$ cat config.mk
export PLATFORM = sky130hd
export DESIGN_NAME = pwm_channel
export DESIGN_NICKNAME = d
export VERILOG_FILES = /design/src/rtl/pwm_channel_pkg.sv /design/src/rtl/pwm_prescaler.sv /design/src/rtl/pwm_channel.sv
export SDC_FILE = /design/constraint.sdc
export NUM_CORES = 1
export LEC_CHECK = 0
export CELL_PAD_IN_SITES_DETAIL_PLACEMENT = 0
export CELL_PAD_IN_SITES_GLOBAL_PLACEMENT = 1
export CORE_MARGIN = 2
export CORE_UTILIZATION = 30
export CTS_BUF_LIST = sky130_fd_sc_hd__clkbuf_16
export DETAILED_ROUTE_END_ITERATION = 10
export GPL_ROUTABILITY_DRIVEN = 0
export GPL_TIMING_DRIVEN = 1
export PLACE_DENSITY = 0.68
export SETUP_SLACK_MARGIN = 0.3
export SYNTH_ARGS = -nofsm -noshare
export SYNTH_HDL_FRONTEND = slang
export SYNTH_SLANG_ARGS = --single-unit
$ cat constraint.sdc
create_clock -name clk -period 5.2 [get_ports clk]
set_input_delay 0.52 -clock clk [delete_from_list [all_inputs] [get_ports clk]]
set_output_delay 0.52 -clock clk [all_outputs]
set_load 0.005 [all_outputs]
$ cat src/rtl/pwm_channel_pkg.sv
// Shared constants and helpers for the PWM channel and its prescaler.
// The default WIDTH/CLK_DIV live here so the rgb mixer can reuse them.
package pwm_channel_pkg;

    localparam int DEF_WIDTH   = 8;
    localparam int DEF_CLK_DIV = 1;

    // A divide-by-1 prescaler still keeps a one-bit counter so the port list never collapses.
    function automatic int div_cnt_width(input int clk_div);
        return (clk_div > 1) ? $clog2(clk_div) : 1;
    endfunction

endpackage

$ cat src/rtl/pwm_prescaler.sv
// Clock prescaler: emits one tick every CLK_DIV enabled clk cycles.
module pwm_prescaler
    import pwm_channel_pkg::*;
#(
    parameter int CLK_DIV = DEF_CLK_DIV
) (
    input  logic clk,
    input  logic reset_n,
    input  logic en,
    output logic tick
);

    localparam int            DW   = div_cnt_width(CLK_DIV);
    localparam logic [DW-1:0] LAST = DW'(CLK_DIV - 1);

    logic [DW-1:0] div_cnt_q;
    logic [DW-1:0] div_cnt_d;

    assign tick = en && (div_cnt_q == LAST);

    // Disabling clears the phase so a re-enabled channel starts on a clean tick boundary.
    always_comb begin
        div_cnt_d = div_cnt_q;
        if (!en || tick) begin
            div_cnt_d = '0;
        end else begin
            div_cnt_d = div_cnt_q + DW'(1);
        end
    end

    always_ff @(posedge clk or negedge reset_n) begin
        if (!reset_n) begin
            div_cnt_q <= '0;
        end else begin
            div_cnt_q <= div_cnt_d;
        end
    end

endmodule

$ cat src/rtl/pwm_channel.sv
// One LED colour PWM channel: period counter, shadow duty register and compare.
// Build option PWM_GAMMA_EN selects a square-law duty curve instead of a linear one.
module pwm_channel
    import pwm_channel_pkg::*;
#(
    parameter int WIDTH   = DEF_WIDTH,
    parameter int CLK_DIV = DEF_CLK_DIV
) (
    input  logic             clk,
    input  logic             reset_n,
    input  logic             en,
    input  logic [WIDTH-1:0] duty,
    output logic             pwm_out,
    output logic             period_start,
    output logic [WIDTH-1:0] duty_active
);

    localparam logic [WIDTH-1:0] MAX      = {WIDTH{1'b1}};
    localparam logic [WIDTH-1:0] LAST_CNT = {{(WIDTH-1){1'b1}}, 1'b0};

`ifdef PWM_GAMMA_EN
    // (d*d + MAX) >> WIDTH: rounds so that 0 and MAX map onto themselves.
    function automatic logic [WIDTH-1:0] map_level(input logic [WIDTH-1:0] d);
        logic [2*WIDTH-1:0] sq;
        sq = {{WIDTH{1'b0}}, d} * {{WIDTH{1'b0}}, d} + {{WIDTH{1'b0}}, MAX};
        return sq[2*WIDTH-1:WIDTH];
    endfunction
`else
    function automatic logic [WIDTH-1:0] map_level(input logic [WIDTH-1:0] d);
        return d;
    endfunction
`endif

    logic             tick;
    logic             wrap;
    logic [WIDTH-1:0] cnt_q;
    logic [WIDTH-1:0] cnt_d;
    logic [WIDTH-1:0] duty_active_q;
    logic [WIDTH-1:0] duty_active_d;
    logic             pwm_out_q;
    logic             pwm_out_d;
    logic             period_start_q;
    logic             period_start_d;

    pwm_prescaler #(
        .CLK_DIV (CLK_DIV)
    ) u_prescaler (
        .clk     (clk),
        .reset_n (reset_n),
        .en      (en),
        .tick    (tick)
    );

    assign wrap = tick && (cnt_q == LAST_CNT);

    always_comb begin
        cnt_d = cnt_q;
        if (!en) begin
            cnt_d = '0;
        end else if (wrap) begin
            cnt_d = '0;
        end else if (tick) begin
            cnt_d = cnt_q + WIDTH'(1);
        end
    end

    // The shadow only follows duty at a wrap, or continuously while idle so the
    // first enabled period already uses the requested level.
    always_comb begin
        duty_active_d = duty_active_q;
        if (!en || wrap) begin
            duty_active_d = map_level(duty);
        end
    end

    always_comb begin
        pwm_out_d      = en && (cnt_q < duty_active_q);
        period_start_d = wrap;
    end

    always_ff @(posedge clk or negedge reset_n) begin
        if (!reset_n) begin
            cnt_q          <= '0;
            duty_active_q  <= '0;
            pwm_out_q      <= 1'b0;
            period_start_q <= 1'b0;
        end else begin
            cnt_q          <= cnt_d;
            duty_active_q  <= duty_active_d;
            pwm_out_q      <= pwm_out_d;
            period_start_q <= period_start_d;
        end
    end

    assign pwm_out      = pwm_out_q;
    assign period_start = period_start_q;
    assign duty_active  = duty_active_q;

endmodule

Word-level counts from Yosys, hierarchy flattened
Cells that the tools add are included.
Cells by class
  add/sub/neg operators: 2
  $mul: 0
  div/mod/pow operators: 0
  magnitude comparators: 1
  equality and inequality tests: 2
  shift operators: 0
  mux-type cells: 4
  bitwise operators: 1
  reductions and logical operators: 6
Operator list (number)
  $mux W8: 3
  $add A8 B1 Y8 const B: 1
  $eq A8 B8 Y1 const B: 1
  $lt A8 B8 Y1: 1
  $logic_and A1 B1 Y1: 3
  $ne A3 B1 Y1 const B: 1
  $logic_or A1 B1 Y1: 2
  $add A1 B1 Y1 const B: 1
  $logic_not A1 Y1: 1
  $mux W1: 1
  $not A1 Y1: 1
Storage, ports and cells
  register bits after elaboration: 19
  latch bits: 0
  bits in writable memories: 0
  bits in read-only memories: 0
  input bits: 11
  output and inout port bits: 10
  memories: 0

Depth between registers and ports, before layout
  word-level depth: 5
  mapped depth: 6

Modules after synthesis
From an unflattened synthesis, not the netlist that was laid out.
Second synthesis, totals
  cell total of the unflattened synthesis: 98
  area total of the unflattened synthesis: 1019.7 um2
By module, submodules not included
  pwm_channel: times used 1, cells an instance 95, area each 977.2 um2
  pwm_prescaler: times used 1, cells an instance 3, area each 42.5 um2

Least setup slack after synthesis
OpenSTA, ideal clock, no wires.
  path kind: register to register
  start point: reg cnt_q[0]
  end point: reg duty_active_q[0] (netlist: duty_active[0])
  setup time: 0.125 ns
  arrival time: 1.539 ns
  data required time: 5.075 ns
  setup slack: 3.537 ns
  cell stages (with the launch flop): 7
  path buffers: 0
  clock period less this slack: 1.663 ns
  cell sequence: dfrtp_1 > inv_1 > ha_1 > and4b_2 > nand2_4 > o21ai_4 > mux2_2
Between the ends
  cells in the longest elaborated chain, start to end: 3
Ends and longest elaborated chain
  start, declared: line pwm_channel.sv:36  | logic [WIDTH-1:0] cnt_q;
  start signal, assigned: line pwm_channel.sv:88  | cnt_q <= cnt_d;
  $eq A8 B8 Y1: line pwm_channel.sv:54  | assign wrap = tick && (cnt_q == LAST_CNT);
  $logic_and A1 B1 Y1: line pwm_channel.sv:54
  $logic_or A1 B1 Y1: line pwm_channel.sv:71  | if (!en || wrap) begin
  end signal, assigned: line pwm_channel.sv:89  | duty_active_q <= duty_active_d;
  end, declared: line pwm_channel.sv:38  | logic [WIDTH-1:0] duty_active_q;
No other way between the ends.
A chain may end at the register's enable or synchronous reset.

Worst setup path after layout
  start point: in en
  end point: reg cnt_q[6]
Between the ends
  cells in the longest elaborated chain, start to end: 4
  elaborated cells between the ends (all ways): 5
  classes of those cells: eq/ne: 1; mux: 2; reduce/logical: 2
Ends and longest elaborated chain
  start, declared: line pwm_channel.sv:11  | input logic en,
  $logic_and A1 B1 Y1: line pwm_prescaler.sv:19  | assign tick = en && (div_cnt_q == LAST);
  $logic_and A1 B1 Y1: line pwm_channel.sv:54
  $mux W8: line pwm_channel.sv:60  | end else if (wrap) begin
  $mux W8: line pwm_channel.sv:58  | if (!en) begin
Parallel ways exist; a longest one is shown, timed or not.

==> flow_summary.ini <==
[setup_path]
cp.arrival_ns = 2.18
cp_max_fo = 16
cp-end-kind = flip-flop
path_class = in -> reg
slowest_delay_ns = 0.71
required_ns = 5.37
rr_endpoint = duty_active[7]$_DFFE_PN0P_
crit_chain = clkdlybuf4s50_1, a21boi_0, and3_1, o21ai_0, a31oi_1
reg2reg_from = cnt_q[0]$_DFFE_PN0P_
crit_slowest_cell = clkdlybuf4s50_1
reg2reg_slack_ns = 3.32
r2r_cells = 6
start_kind = input pin

[floorplan]
die-area_um2 = 4100
placementRows = 21
die_w_um = 64.0
ios = 21
fp.dieH_um = 64.0
start_util = 0.319
core_um2 = 3390

[logic_synthesis]
synth_edf_count = 0
synthArstFlopShare = 1.00
yosysMostFrequentCell = dfrtp_1
synth_cell_types = 34
synth_common_cells = 19 x dfrtp_1, 9 x ha_1, 9 x nand2_1
syn_inst = 104
yosysWarnings = 0
netlist_top_cells_area = dfrtp_1 44%, ha_1 10%, mux2_2 8.3%
synth_ff_type = dfrtp_1
ys_seq_area_frac = 0.440
synth_top_area_frac = 0.440
netlist_area_um2 = 1080
yosys.area.top_type = dfrtp_1
synth-seq-cells = 19
synth_nets = 124
avgSynthCellArea_um2 = 10.4

[drt]
drc = 0
first_pass_iters = 3
num_vias = 845
wl_per_cell_um = 13.8
vias_per_cell = 4.91
drtAntennaViolNets = 0
finalWirelength_um = 2380
drt_iter0_markers = 37

[cells_and_area]
diodes = 0
layout.nets = 147
fin_area_um2 = 1410
stdcell_count = 172
fin_util = 0.415
area_growth_pct = 30.4
layout-drive-gt1-share = 0.127

[min_path]
hold_path.startpoint = duty_active[6]$_DFFE_PN0P_
holdPathStages = 1
hp-class = reg -> reg
hold_path_end = duty_active[6]$_DFFE_PN0P_

[timing]
maxSlewHeadroom = 0.407
fin_crit_sh = 0.387
setup_slack_ns = 3.19
setup-tns-final_ns = 0
slew_viol_final = 0
min_period_ns = 2.01
hold_violations = 0
skew_ns = 0.00198
finalSetupViolCount = 0
fmaxAchievable_ghz = 0.497
worstMarginPinSlew_ns = 0.886
rsz0062_at_grt = false

[placed_design]
portBuffers = 20
pre_cts_ws_ns = 2.96
place_area_um2 = 1330
placed_cells = 168
dp_hpwl_um = 1730

[cts]
worstSkewPairLatency_ns = 0.25
postCtsHoldBufs = 0
cts_resized = 0
clk_path_buf_depth = 2
clock-sinks = 19
numCtsBuffers = 3
cts-root-buf = clkbuf_16
postCtsSetupBuffers = 0
clkTransAtPathRegs_ns = 0.05
tritoncts = done
cts-htree-levels = 1

[global_route]
grt_overflow = 0
grt_pass1_vias = 885
grt_pass1_wl_um = 4320
grt_max_degree = 20
antenna_found_initial = 0
grt_usage = 0.136

[job]
max_cap_viol_count = 0

[pwr]
max-vdd-ir-drop_mv = 0.161
leakage_uw = 0.000648
cellPowerDensity_nw_per_um2 = 264

[outcome]
outcome = completed
[metrics by stage]
stage,hold WS (ns),power [uW]
2_1_floorplan,0.224,188
3_3_place_gp,0.515,217
3_5_place_dp,0.522,218
4_1_cts,0.535,377
5_1_grt,0.562,392
6_report,0.532,372
[registers in the layout, indices dropped and copies added, names as in the netlist]
signal,flops
pwm_out,1
period_start,1
cnt_q,8
u_prescaler.div_cnt_q,1
duty_active,8
[cell type report]
class                           count  area [um^2]
Clock inverter                      1         3.75
Timing Repair Buffer               20          200
Tap cell                           46         57.6
Clock buffer                        3         75.1
Fill cell                         333         1980
Sequential cell                    19          475
Multi-Input combinational cell     75          566
Inverter                            8         30.0
[cell families (layout without fill, tap and decap cells)]
group           count (synthesis)  after routing  synth area share
other cells                     1              1           0.00347
buf+inv                        10             32            0.0359
fa+ha+maj                       9              9             0.104
flops                          19             19             0.440
simple gates                   35             35             0.185
xor+xnor                        1              1           0.00811
mux                             8              8            0.0834
compound gates                 21             21             0.139
[per-layer routing]
layer	wire, um	vias to the layer above	track usage
met5	0	-	0
met4	49	0	0.0652
met3	92	5	0.0264
met2	1080	16	0.203
met1	1150	407	0.186
li1	-	417	-
[worst max path at each step]
| stage | startpoint | to | slack, ns | cells after the start |
|---|---|---|---|---|
| floorplan | cnt_q[0]$_DFFE_PN0P_ | duty_active[0]$_DFFE_PN0P_ | 3.54 | 6 |
| global placement | en | cnt_q[6]$_DFFE_PN0P_ | 3.06 | 5 |
| detailed placement | en | cnt_q[6]$_DFFE_PN0P_ | 2.96 | 5 |
| CTS | en | cnt_q[6]$_DFFE_PN0P_ | 3.23 | 5 |
| global route | en | cnt_q[6]$_DFFE_PN0P_ | 3.07 | 5 |
| finish | en | cnt_q[6]$_DFFE_PN0P_ | 3.19 | 5 |
[layout by cell type, fill, tap and decap left out, types with 2 or more instances in the layout]
cell / instances
clkdlybuf4s50_1: 20
dfrtp_1: 19
inv_1: 9
nand2_1: 9
ha_1: 9
mux2_2: 8
o21ai_0: 6
a21boi_0: 5
nand3_1: 4
and3_1: 3
nand3b_1: 3
nor2_1: 3
clkbuf_16: 3
nor4_1: 2
nor3_1: 2
or3_1: 2
a21oi_1: 2
[critical path: cells and delay by family]
kind / cells / cell delay (ns)
buf+inv: 1 / 0.71
simple gates: 1 / 0.21
compound gates: 3 / 0.74
[power by group]
part | internal (uW) | switching, uW | leakage, uW
sequential | 156 | 8.18 | 0.000241
clock | 102 | 54.9 | 0.0000423
combinational | 30.8 | 19.1 | 0.000365
Note: power is estimated with default switching activity, not from simulation.
